[src/rtl/serial_tx.sv]
// Parallel-in, serial-out frame transmitter: start bit, LSB-first data, optional
// even parity (compile with SERIAL_TX_PARITY_EN), stop bit; each bit CLKS_PER_BIT cycles.
module serial_tx #(
  parameter int DATA_W       = 8,
  parameter int CLKS_PER_BIT = 4
) (
  input  logic              clk,
  input  logic              rst,
  input  logic [DATA_W-1:0] din,
  input  logic              din_valid,
  output logic              din_ready,
  output logic              tx,
  output logic              busy,
  output logic              done
);

  localparam int CW = (CLKS_PER_BIT > 1) ? $clog2(CLKS_PER_BIT) : 1;
  localparam int IW = (DATA_W > 1) ? $clog2(DATA_W) : 1;
  localparam logic [CW-1:0] CNT_LAST = CW'(CLKS_PER_BIT - 1);
  localparam logic [IW-1:0] IDX_LAST = IW'(DATA_W - 1);

  typedef enum logic [2:0] {
    IDLE   = 3'd0,
    START  = 3'd1,
    DATA   = 3'd2,
`ifdef SERIAL_TX_PARITY_EN
    PARITY = 3'd3,
`endif
    STOP   = 3'd4
  } state_t;

  state_t            state, state_n;
  logic [CW-1:0]     cnt, cnt_n;
  logic [IW-1:0]     idx, idx_n;
  logic [DATA_W-1:0] sh, sh_n;
  logic              tx_n, busy_n, done_n;
  logic              last;

`ifdef SERIAL_TX_PARITY_EN
  logic par, par_n;

  function automatic logic even_parity(input logic [DATA_W-1:0] w);
    return ^w;
  endfunction
`endif

  assign last      = (cnt == CNT_LAST);
  assign din_ready = (state == IDLE);

  always_comb begin
    state_n = state;
    cnt_n   = cnt;
    idx_n   = idx;
    sh_n    = sh;
`ifdef SERIAL_TX_PARITY_EN
    par_n   = par;
`endif
    // The bit-cycle counter wraps exactly when the state or bit index advances
    if (state != IDLE) cnt_n = last ? '0 : cnt + CW'(1);
    case (state)
      IDLE: begin
        if (din_valid) begin
          state_n = START;
          sh_n    = din;
          cnt_n   = '0;
          idx_n   = '0;
`ifdef SERIAL_TX_PARITY_EN
          par_n   = even_parity(din);
`endif
        end
      end
      START: if (last) state_n = DATA;
      DATA: begin
        if (last) begin
          sh_n = sh >> 1;
          if (idx == IDX_LAST) begin
            idx_n = '0;
`ifdef SERIAL_TX_PARITY_EN
            state_n = PARITY;
`else
            state_n = STOP;
`endif
          end else begin
            idx_n = idx + IW'(1);
          end
        end
      end
`ifdef SERIAL_TX_PARITY_EN
      PARITY: if (last) state_n = STOP;
`endif
      STOP: if (last) state_n = IDLE;
      default: state_n = IDLE;
    endcase

    // Outputs are registered, so they are derived from the upcoming state
    tx_n = 1'b1;
    case (state_n)
      START:  tx_n = 1'b0;
      DATA:   tx_n = sh_n[0];
`ifdef SERIAL_TX_PARITY_EN
      PARITY: tx_n = par_n;
`endif
      default: tx_n = 1'b1;
    endcase
    busy_n = (state_n != IDLE);
    done_n = (state_n == STOP) && (cnt_n == CNT_LAST);
  end

  always_ff @(posedge clk or negedge rst) begin
    if (!rst) begin
      state <= IDLE;
      cnt   <= '0;
      idx   <= '0;
      sh    <= '0;
      tx    <= 1'b1;
      busy  <= 1'b0;
      done  <= 1'b0;
`ifdef SERIAL_TX_PARITY_EN
      par   <= 1'b0;
`endif
    end else begin
      state <= state_n;
      cnt   <= cnt_n;
      idx   <= idx_n;
      sh    <= sh_n;
      tx    <= tx_n;
      busy  <= busy_n;
      done  <= done_n;
`ifdef SERIAL_TX_PARITY_EN
      par   <= par_n;
`endif
    end
  end

endmodule
[config.mk]
export PLATFORM = sky130hd
export DESIGN_NAME = serial_tx
export DESIGN_NICKNAME = d
export VERILOG_FILES = /design/src/rtl/serial_tx.sv
export SDC_FILE = /design/constraint.sdc
export NUM_CORES = 1
export LEC_CHECK = 0
export CAP_MARGIN = 0
export CORE_MARGIN = 1.5
export CORE_UTILIZATION = 40
export DETAILED_ROUTE_END_ITERATION = 8
export PLACE_DENSITY = 0.62
export SLEW_MARGIN = 10
export SYNTH_ARGS = -nofsm -noshare
export SYNTH_HDL_FRONTEND = slang
export SYNTH_SLANG_ARGS = --single-unit
[constraint.sdc]
create_clock -name clk -period 4.2 [get_ports clk]
set_input_delay 1.05 -clock clk [delete_from_list [all_inputs] [get_ports clk]]
set_output_delay 1.05 -clock clk [all_outputs]
set_load 0.01 [all_outputs]
# Yosys cells after proc, flatten, opt, wreduce, memory -nomap -nowiden
# Index checks and enable logic that the tools add are counted.
[totals] in_bits=11 register_bits=19 wordCells=45 output_inout_bits=4
[op_classes] addsub=2 reduce_logical=6 mux=18 n_eq_ne=11
[op_table] cell="$mux W3" count=8
[op_table] cell="$mux W8" count=2
[op_table] cell="$pmux W8 S2" count=1
[op_table] cell="$pmux W3 S4" count=1
[op_table] cell="$eq A3 B3 Y1 const B" count=3
[op_table] cell="$mux W2" count=4
[op_table] cell="$eq A3 B1 Y1 const B" count=2
[op_table] cell="$eq A3 B2 Y1 const B" count=2
[op_table] cell="$pmux W3 S2" count=1
[op_table] cell="$reduce_bool A3 Y1" count=2
[op_table] cell="$eq A2 B2 Y1 const B" count=2
[op_table] cell="$ne A2 B2 Y1 const B" count=2
[op_table] cell="$add A3 B1 Y3 const B" count=1
[op_table] cell="$logic_not A3 Y1" count=1
[op_table] cell="$reduce_and A3 Y1" count=1
[op_table] cell="$add A2 B1 Y2 const B" count=1
[op_table] cell="$pmux W1 S2" count=1
[op_table] cell="$reduce_bool A2 Y1" count=1
[op_table] cell="$logic_and A1 B1 Y1" count=1

# Logic depth before layout (Yosys ltp)
# Gate-level depths: netlist of run 1.
[logic_depth] ltp_word=7 ltp_mapped=6 ltp_nobuf=6

# Worst setup path after synthesis of run 1
# Ideal clock, no wire load.
[synth_timing] kind="flip-flop to output port" from="register state[0]" to="output din_ready" arrival_ns=0.808 setup_slack_ns=2.342 t_required_ns=3.150 path_stages_with_launch=2 cell_sequence="dfrtp_1 nor3_4"
[synth_between] elab_chain_cells=1
[synth_lines] element="start: declaration" line="32" rtl="state_t state, state_n;"
[synth_lines] element="start signal: assignment" line="122" rtl="state <= state_n;"
[synth_lines] element="$logic_not A3 Y1" line="48" rtl="assign din_ready = (state == IDLE);"
[synth_lines] element="end: declaration" line="11" rtl="output logic din_ready,"
# Every way passes these cells.

# Worst setup path in the final report of run 1
# Ends and elaborated chain as after synthesis.

==> key figures, run 1 <==
Outcome
  • Status: complete, no violations

GRT
  • Highest-utilization routing layer at the global route stage: met2
  • GR Layer Usage met3: 3.57%
  • Via count of the first global-routing pass: 645
  • Maximum number of pins on one net before global-route repair: 20
  • First-pass GRT wire length: 2980 µm
  • Met1 routing resource usage after global routing: 21.0%
  • Initial antenna violation count: 0
  • Met2 Resource Use GR: 24.3%
  • Total global-route track usage: 15.7%
  • Total congestion overflow after global routing: 0

Die
  • Die footprint: 2560 µm²
  • Area of the core region: 2170 µm²
  • Number of placed I/O pins: 15
  • Starting density of the core: 41.7%
  • Standard-cell row count: 17
  • Width of the die: 50.6 µm
  • Chip Height: 50.6 µm

Power
  • Part of the total power dissipated in combinational logic: 37.0%
  • Power per Cell Area: 597 nW/µm²
  • Flop pwr share: 48.8%
  • Pwr Total: 0.643 mW
  • Lkg Pwr: 0.484 nW
  • Switching Fraction: 36.6%
  • Highest ir drop seen on vdd: 0.372 mV
  • Psw: 0.235 mW
  • Relative contribution of the clock network to total power: 14.2%
  • Internal power: 0.408 mW

Yosys
  • Number of distinct library cell variants in the gate-level netlist after synthesis: 29
  • Cell Area, Synth: 905 µm²
  • Number of instances in the synthesized netlist: 86
  • Leading area contributor after synthesis: dfrtp_1
  • Ranking of synthesized cells by area: dfrtp_1 50%, nand3_1 6.1%, nand2_1 5.8%, a22oi_1 5.0%, ha_1 4.1%
  • Synthesized area per cell: 10.5 µm²
  • Area fraction of the dominant cell type after synthesis: 49.8%
  • Count of state elements after synthesis: 19
  • Number of synthesis warnings: 0
  • Post-Syn Nets: 100
  • Register area share after synthesis: 52.7%

CTS
  • Clock-pin transition on the worst setup and hold timing paths: 110 ps
  • Clock buffer count from CTS: 3
  • Max H-tree Level: 1
  • Hold-fix buffers, CTS: 0
  • Root buffer cell: clkbuf_4
  • Clock net sink count: 19
  • Post-CTS sizing: 0
  • Post-CTS Setup Repair Bufs: 0
  • TritonCTS clock tree: built
  • Maximum clock path buffer count: 2
  • Clock latency on the worst-skew pair: 290 ps

Worst hold path
  • Worst Hold Launch: sh[2]$_DFFE_PN0P_
  • Hold path cells: 2
  • Type of the worst min-delay path: reg2reg

Critical path
  • Required time at the worst-slack endpoint: 3150 ps
  • CP arrival: 1750 ps
  • Cell with the largest stage delay on the worst path: clkdlybuf4s50_1
  • Critical path's top delay family: buffers and inverters
  • Largest stage delay on the critical path: 590 ps
  • Worst setup SP type: flop
  • Cells along the critical path: nor3_4, clkdlybuf4s50_1
  • Capturing element type of the critical path: primary output
  • Total buffers and inverters traversed by the critical path: 1
  • R2R Setup Slk: 2640 ps
  • Category of the critical setup timing path: reg2out
  • Launching instance or port of the critical path: state[0]$_DFF_PN0_
  • Length in cells of the worst reg-to-reg path: 4
  • Critical path peak fanout: 7
  • Startpoint of the worst-slack reg-to-reg timing path: cnt[0]$_DFF_PN0_
  • Total stage count of the critical path: 2

Routing
  • Drt wl/cell: 12.8 µm
  • DRC violation total after the first TritonRoute iteration: 8
  • Post-DRT Antenna Nets: 0
  • TritonRoute pass-1 iters: 4
  • Count of unresolved DRC violations after routing: 0
  • Count of vias placed by the detailed router: 694
  • Overall routed net length: 1630 µm
  • Vias per inst: 5.46

STA
  • Unrepaired setup endpoints after global routing: no
  • Max-slew headroom: 44.2%
  • Final critical-path required period: 2800 ps
  • Final critical-path share of the clock period: 66.6%
  • Final slew viol count: 0
  • Worst Max-Slew Pin Slew: 835 ps
  • Final Hold Vio Count: 0
  • Final worst-path setup slack: 1400 ps
  • Number of setup violations in the final report: 0
  • Setup Skew: 3.61 ps
  • Post-route setup TNS: 0 ps
  • Peak clock frequency supported by timing: 357 MHz

Layout
  • Layout overhead on the synthesized area: 19.1%
  • Fraction of layout cells with a size suffix above 1: 12.1%
  • Share of the core filled with cells in the final layout: 49.7%
  • Count of nets after finishing: 114
  • Antenna fix cells: 0

Place
  • Setup slack after placement: 1740 ps
  • Number of buffers inserted by port buffering: 14
  • Sum of net half-perimeters after detailed placement: 1150 µm
  • Placer congestion estimate: 0.778

Run
  • MaxCap Viol Count: 0
## routing by layer
layer	up-vias	routed length [µm]
li1	336	-
met1	339	787
met2	17	752
met3	2	73
met4	0	12
met5	-	0
## final cells by class
class | instances | area (µm²)
fill | 208 | 1090
inverter | 1 | 3.75
clock inverter | 1 | 5.00
multi-input combinational | 61 | 394
timing repair buffer | 14 | 140
tap | 28 | 35.0
sequential | 19 | 477
clock buffer | 3 | 22.5
## sequential cells by signal, summed over array words and instances, names as in the netlist
name and flops:
cnt 2, state 3, idx 3, tx 1, done 1, busy 1, sh 8
## layout by cell type (no fill, tap or decap), drive strengths merged
| cell | count |
|---|---|
| nor2 | 2 |
| a2111oi | 1 |
| and2 | 1 |
| or3b | 1 |
| clkdlybuf4s50 | 14 |
| nand3 | 11 |
| nand2 | 15 |
| nor2b | 1 |
| nand3b | 4 |
| a31oi | 2 |
| dfstp | 1 |
| and3 | 2 |
| a21oi | 3 |
| clkinv | 1 |
| o21ai | 1 |
| nor3 | 1 |
| nand2b | 1 |
| or2 | 1 |
| inv | 1 |
| a22oi | 6 |
| a21boi | 1 |
| o31ai | 2 |
| clkbuf | 3 |
| ha | 3 |
| or3 | 1 |
| nand4b | 1 |
| dfrtp | 18 |
## worst paths after layout
path,to
worst max-delay path,din_ready
worst min-delay path,sh[2]$_DFFE_PN0P_
worst max register to register,done$_DFF_PN0_
worst min register to register,sh[2]$_DFFE_PN0P_
max in group asynchronous,cnt[1]$_DFF_PN0_
min in group asynchronous,sh[0]$_DFF_PN0_
## per-stage QoR
stage,area (µm²),hold slack (ps),std cells
after floorplan,905,458,86
after global placement,1050,483,123
after detailed placement,1050,485,123
after CTS,1080,510,127
after global routing,1080,538,127
final,1080,510,127
## cells in the mapped netlist
master      n
a2111oi_2   1
ha_1        3
buf_6       1
nand2_2     1
and3_1      2
nand2_1    14
a31oi_1     2
o21ai_1     1
a22oi_1     6
nand2b_1    1
nor2b_1     1
dfstp_2     1
buf_2       3
nand3b_1    4
or2_1       1
clkbuf_1    1
nand3_1    11
a21oi_1     1
nor3_4      1
a21boi_1    1
dfrtp_1    18
and2_1      1
o31ai_1     2
nand4b_1    1
a21oi_2     2
or3b_1      1
nor2_2      2
inv_1       1
or3_1       1
## kinds of logic after synthesis
group                    count (synthesis)  share of synthesized area [%]
adder cells (fa/ha/maj)                  3                           4.15
buffers and inverters                    6                           3.73
flip-flops                              19                           52.7
AND/OR/NAND/NOR                         42                           25.9
AO/OA/AOI/OAI                           16                           13.6
## worst reg2reg max path: stages, from the launching register on
cell	delay, ps
dfrtp_1	410
ha_1	310
or3b_1	390
a21oi_2	210
and3_1	180
## power groups by stage
stage | clock network, mW | registers, mW | logic (mW)
finish | 0.0916 | 0.314 | 0.238
detailed placement | 0 | 0.317 | 0.240
floorplan | 0 | 0.299 | 0.183
CTS | 0.0954 | 0.313 | 0.240
global placement | 0 | 0.314 | 0.236
global route | 0.104 | 0.323 | 0.277
(Power assumes the default switching activity.)
==> inputs of run 2 (changes only) <==
==> constraint.sdc (replaced) <==
create_clock -name clk -period 2.9 [get_ports clk]
set_input_delay 0.725 -clock clk [delete_from_list [all_inputs] [get_ports clk]]
set_output_delay 0.725 -clock clk [all_outputs]
set_load 0.01 [all_outputs]
==> key figures, run 2 (same netlist as run 1, synthesis figures left out) <==
Die
  • Number of placed I/O pins: 15 (unchanged)
  • Starting density of the core: 41.7% (unchanged)
  • Standard-cell row count: 17 (unchanged)
  • Width of the die: 50.6 µm (unchanged)
  • Chip Height: 50.6 µm (unchanged)
  • Die footprint: 2560 µm² (unchanged)
  • Area of the core region: 2170 µm² (unchanged)

Routing
  • Overall routed net length: 1700 µm (was 1630 µm)
  • Count of unresolved DRC violations after routing: 0 (unchanged)
  • Count of vias placed by the detailed router: 702 (was 694)
  • Vias per inst: 5.48 (was 5.46)
  • DRC violation total after the first TritonRoute iteration: 10 (was 8)
  • Post-DRT Antenna Nets: 0 (unchanged)
  • Drt wl/cell: 13.3 µm (was 12.8 µm)
  • TritonRoute pass-1 iters: 4 (unchanged)

GRT
  • GR Layer Usage met3: 2.98% (was 3.57%)
  • Total congestion overflow after global routing: 0 (unchanged)
  • Maximum number of pins on one net before global-route repair: 20 (unchanged)
  • Total global-route track usage: 16.0% (was 15.7%)
  • Met1 routing resource usage after global routing: 23.1% (was 21.0%)
  • Via count of the first global-routing pass: 671 (was 645)
  • Met2 Resource Use GR: 24.1% (was 24.3%)
  • Initial antenna violation count: 0 (unchanged)
  • Highest-utilization routing layer at the global route stage: met2 (unchanged)
  • First-pass GRT wire length: 3030 µm (was 2980 µm)

Place
  • Placer congestion estimate: 0.787 (was 0.778)
  • Sum of net half-perimeters after detailed placement: 1200 µm (was 1150 µm)
  • Number of buffers inserted by port buffering: 14 (unchanged)
  • Setup slack after placement: 755 ps (was 1740 ps)

STA
  • Number of setup violations in the final report: 0 (unchanged)
  • Setup Skew: 3.45 ps (was 3.61 ps)
  • Max-slew headroom: 69.1% (was 44.2%)
  • Final critical-path share of the clock period: 85.0%
  • Worst Max-Slew Pin Slew: 463 ps (was 835 ps)
  • Final worst-path setup slack: 435 ps (was 1400 ps)
  • Unrepaired setup endpoints after global routing: no (unchanged)
  • Post-route setup TNS: 0 ps (unchanged)
  • Final slew viol count: 0 (unchanged)
  • Final Hold Vio Count: 0 (unchanged)
  • Final critical-path required period: 2470 ps
  • Peak clock frequency supported by timing: 406 MHz

CTS
  • Clock buffer count from CTS: 3 (unchanged)
  • Clock net sink count: 19 (unchanged)
  • Post-CTS sizing: 0 (unchanged)
  • Maximum clock path buffer count: 2 (unchanged)
  • Max H-tree Level: 1 (unchanged)
  • Clock latency on the worst-skew pair: 290 ps (about the same)
  • Clock-pin transition on the worst setup and hold timing paths: 100 ps (was 110 ps)
  • Post-CTS Setup Repair Bufs: 0 (unchanged)
  • Hold-fix buffers, CTS: 0 (unchanged)
  • Root buffer cell: clkbuf_4 (unchanged)
  • TritonCTS clock tree: built (unchanged)

Layout
  • Layout overhead on the synthesized area: 19.8% (was 19.1%)
  • Largest regs: sh x8, idx x3, state x3 (unchanged)
  • Number of filler instances in the final layout: 220 (was 208)
  • Fraction of layout cells with a size suffix above 1: 12.0% (was 12.1%)
  • Top register by number of flip-flops: sh (unchanged)
  • Count of nets after finishing: 115 (was 114)
  • Antenna fix cells: 0 (unchanged)
  • Most common library cell in the layout ignoring fill and taps: dfrtp_1 (unchanged)
  • Max reg flops: 8 (unchanged)
  • Most used cells in the layout excluding fill and tap cells: 18 x dfrtp_1, 14 x nand2_1, 14 x clkdlybuf4s50_1 (unchanged)

Critical path
  • Launching instance or port of the critical path: state[0]$_DFF_PN0_ (unchanged)
  • Worst setup SP type: flop (unchanged)
  • CP arrival: 1740 ps (was 1750 ps)
  • Capturing element type of the critical path: primary output (unchanged)
  • Critical path peak fanout: 7 (unchanged)
  • Category of the critical setup timing path: reg2out (unchanged)
  • Startpoint of the worst-slack reg-to-reg timing path: cnt[0]$_DFF_PN0_ (unchanged)
  • Required time at the worst-slack endpoint: 2170 ps (was 3150 ps)

Run
  • MaxCap Viol Count: 0 (unchanged)

Power
  • Power per Cell Area: 865 nW/µm² (was 597 nW/µm²)
  • Lkg Pwr: 0.486 nW (was 0.484 nW)
  • Highest ir drop seen on vdd: 0.441 mV (was 0.372 mV)

Worst hold path
  • Worst Hold Launch: idx[0]$_DFFE_PN0P_ (was sh[2]$_DFFE_PN0P_)
  • Type of the worst min-delay path: reg2reg (unchanged)

Outcome
  • Status: complete, no violations (unchanged)
-- run 2: cell types whose count changed in the layout (fill, tap and decap cells not counted), sizes merged --
cell    before  now
buf          0    1
clkbuf       3    4
clkinv       1    0
-- run 2: worst paths after layout --
path | slack (ps) | cells past startpoint | endpoint
worst max register to register | 1330 | 3 | idx[0]$_DFFE_PN0P_
worst min register to register | 500 | 1 | idx[0]$_DFFE_PN0P_
min in group asynchronous | 760 | 2 | sh[5]$_DFFE_PN0P_
worst max-delay path | 430 | 2 | din_ready
max in group asynchronous | 1880 | 2 | tx$_DFF_PN1_
worst min-delay path | 500 | 1 | idx[0]$_DFFE_PN0P_
-- run 2: critical path: stages (launching register included) --
cell and delay [ps]:
dfrtp_1 510, nor3_4 350, clkdlybuf4s50_1 590
-- run 2: area by class of cell --
cell class,instances,area [µm²],area share [%]
Sequential cell,19,477,44.0
Multi-Input combinational cell,61,394,36.4
Timing Repair Buffer,15,148,13.6
Tap cell,28,35.0,3.23
Clock buffer,4,26.3,2.42
Inverter,1,3.75,0.346
-- run 2: power breakdown --
part / leakage [nW] / switching [mW] / internal (mW)
Sequential: 0.238 / 0.0866 / 0.370
Clock: 0.0150 / 0.0769 / 0.0534
Combinational: 0.233 / 0.179 / 0.171
-- run 2: through the flow --
stage	area, µm²	instances	power (mW)	hold slack, ps	utilization [%]
global route	1080	128	1.02	532	49.9
finish	1080	128	0.937	505	49.9
detailed placement	1060	124	0.814	487	48.7
floorplan	905	86	0.698	429	-
CTS	1080	128	0.946	509	49.9
global placement	1060	124	0.798	484	48.7
-- run 2: routing by layer --
layer  up-vias  part of all wire, %
li1        337                    -
met1       345                   49
met2        20                   47
met3         0                  4.3
met4         0                    0
met5         -                    0
==> inputs of run 3 (changes only) <==
--- a/config.mk
+++ b/config.mk
@@ -9,8 +9,8 @@
 export CORE_MARGIN = 1.5
 export CORE_UTILIZATION = 40
 export DETAILED_ROUTE_END_ITERATION = 8
+export GPL_TIMING_DRIVEN = 0
 export PLACE_DENSITY = 0.62
-export SLEW_MARGIN = 10
 export SYNTH_ARGS = -nofsm -noshare
 export SYNTH_HDL_FRONTEND = slang
 export SYNTH_SLANG_ARGS = --single-unit
==> key figures, run 3 (same netlist as run 1, synthesis figures left out) <==
Critical path
  • Startpoint of the worst-slack reg-to-reg timing path: cnt[0]$_DFF_PN0_ (unchanged)
  • CP arrival: 1770 ps (was 1740 ps)
  • Required time at the worst-slack endpoint: 2170 ps (about the same)
  • Worst setup SP type: flop (unchanged)
  • Length in cells of the worst reg-to-reg path: 6 (was 3)
  • FF-to-FF End: busy$_DFF_PN0_ (was idx[0]$_DFFE_PN0P_)
  • R2R Setup Slk: 1270 ps (was 1330 ps)
  • Category of the critical setup timing path: reg2out (unchanged)
  • Capturing element type of the critical path: primary output (unchanged)
  • Critical path peak fanout: 7 (unchanged)

STA
  • Peak clock frequency supported by timing: 401 MHz (was 406 MHz)
  • Max-slew headroom: 44.2% (was 69.1%)
  • Unrepaired setup endpoints after global routing: no (unchanged)
  • Final critical-path share of the clock period: 86.1% (was 85.0%)
  • Number of setup violations in the final report: 0 (unchanged)
  • Post-route setup TNS: 0 ps (unchanged)
  • Final critical-path required period: 2500 ps (was 2470 ps)
  • Worst Max-Slew Pin Slew: 835 ps (was 463 ps)
  • Final slew viol count: 0 (unchanged)
  • Setup Skew: 11.3 ps (was 3.45 ps)
  • Final Hold Vio Count: 0 (unchanged)

CTS
  • Clock buffer count from CTS: 3 (unchanged)
  • TritonCTS clock tree: built (unchanged)
  • Clock-pin transition on the worst setup and hold timing paths: 110 ps (was 100 ps)
  • Post-CTS Setup Repair Bufs: 0 (unchanged)
  • Max H-tree Level: 1 (unchanged)
  • Hold-fix buffers, CTS: 0 (unchanged)
  • Root buffer cell: clkbuf_4 (unchanged)
  • Post-CTS sizing: 0 (unchanged)
  • Maximum clock path buffer count: 2 (unchanged)
  • Clock latency on the worst-skew pair: 300 ps (was 290 ps)
  • Clock net sink count: 19 (unchanged)

Worst hold path
  • Hold path cells: 2 (was 1)
  • End point of the most critical hold path: sh[5]$_DFFE_PN0P_ (was idx[0]$_DFFE_PN0P_)
  • Type of the worst min-delay path: reg2reg (unchanged)
  • Worst Hold Launch: sh[6]$_DFFE_PN0P_ (was idx[0]$_DFFE_PN0P_)

Layout
  • Count of nets after finishing: 119 (was 115)
  • Share of the core filled with cells in the final layout: 51.0% (was 49.9%)
  • Top register by number of flip-flops: sh (unchanged)
  • Antenna fix cells: 0 (unchanged)
  • Number of standard cells in the final layout excluding fillers: 132 (was 128)
  • Largest regs: sh x8, idx x3, state x3 (unchanged)
  • Layout overhead on the synthesized area: 22.3% (was 19.8%)
  • Most used cells in the layout excluding fill and tap cells: 18 x dfrtp_1, 14 x nand2_1, 14 x clkdlybuf4s50_1 (unchanged)
  • Max reg flops: 8 (unchanged)
  • Most common library cell in the layout ignoring fill and taps: dfrtp_1 (unchanged)
  • Number of filler instances in the final layout: 221 (was 220)
  • Fraction of layout cells with a size suffix above 1: 14.4% (was 12.0%)

Die
  • Standard-cell row count: 17 (unchanged)
  • Die footprint: 2560 µm² (unchanged)
  • Chip Height: 50.6 µm (unchanged)
  • Area of the core region: 2170 µm² (unchanged)
  • Number of placed I/O pins: 15 (unchanged)
  • Width of the die: 50.6 µm (unchanged)
  • Starting density of the core: 41.7% (unchanged)

Run
  • MaxCap Viol Count: 0 (unchanged)

Routing
  • TritonRoute pass-1 iters: 3 (was 4)
  • Vias per inst: 5.23 (was 5.48)
  • Count of unresolved DRC violations after routing: 0 (unchanged)
  • DRC violation total after the first TritonRoute iteration: 16 (was 10)
  • Post-DRT Antenna Nets: 0 (unchanged)
  • Count of vias placed by the detailed router: 690 (was 702)
  • Overall routed net length: 1670 µm (was 1700 µm)
  • Drt wl/cell: 12.7 µm (was 13.3 µm)

Power
  • Highest ir drop seen on vdd: 0.398 mV (was 0.441 mV)
  • Lkg Pwr: 0.501 nW (was 0.486 nW)
  • Power per Cell Area: 860 nW/µm² (was 865 nW/µm²)

GRT
  • Maximum number of pins on one net before global-route repair: 20 (unchanged)
  • First-pass GRT wire length: 2940 µm (was 3030 µm)
  • Total congestion overflow after global routing: 0 (unchanged)
  • Total global-route track usage: 15.6% (was 16.0%)
  • Via count of the first global-routing pass: 653 (was 671)
  • Initial antenna violation count: 0 (unchanged)

Place
  • Sum of net half-perimeters after detailed placement: 1210 µm (was 1200 µm)
  • Number of buffers inserted by port buffering: 14 (unchanged)
  • Placer congestion estimate: 0.763 (was 0.787)
  • Cell Count Post-Placement: 128 (was 124)

Outcome
  • Status: complete, no violations (unchanged)
-- run 3: where the power goes --
part | switching [mW] | internal (mW)
Sequential | 0.0649 | 0.369
Combinational | 0.200 | 0.179
Clock | 0.0836 | 0.0536
Total | 0.349 | 0.602
-- run 3: routing by layer --
| metal | vias up | track usage [%] | share of wire (%) |
|---|---|---|---|
| met1 | 329 | 20.3 | 46 |
| met5 | - | 0 | 0 |
| met4 | 0 | 6.76 | 1.6 |
| met3 | 3 | 1.79 | 3.0 |
| li1 | 344 | - | - |
| met2 | 14 | 26.1 | 49 |
-- run 3: cell type report --
cell class,instances,area [µm²],area share (%)
buffer,5,30.0,2.71
clock buffer,4,26.3,2.38
inverter,1,3.75,0.339
multi-input combinational,61,394,35.6
sequential,19,477,43.1
tap,28,35.0,3.17
timing repair buffer,14,140,12.7
-- run 3: critical path: stages, from the launching register on --
cell	delay, ps
dfrtp_1	510
nor3_4	370
clkdlybuf4s50_1	600
-- run 3: worst max-delay path by stage --
stage                            start        end  cells past startpoint
floorplan           state[0]$_DFF_PN0_  din_ready                      1
global placement    state[0]$_DFF_PN0_  din_ready                      2
detailed placement  state[0]$_DFF_PN0_  din_ready                      2
CTS                 state[0]$_DFF_PN0_  din_ready                      2
global route        state[0]$_DFF_PN0_  din_ready                      2
finish              state[0]$_DFF_PN0_  din_ready                      2
-- run 3: through the flow --
step	hold WS (ps)	instance area, µm²	setup WS [ps]	power (mW)
CTS	513	1110	377	0.963
finish	507	1110	404	0.951
detailed placement	485	1080	734	0.824
global route	537	1110	306	1.04
floorplan	429	905	1370	0.698
global placement	483	1080	739	0.810
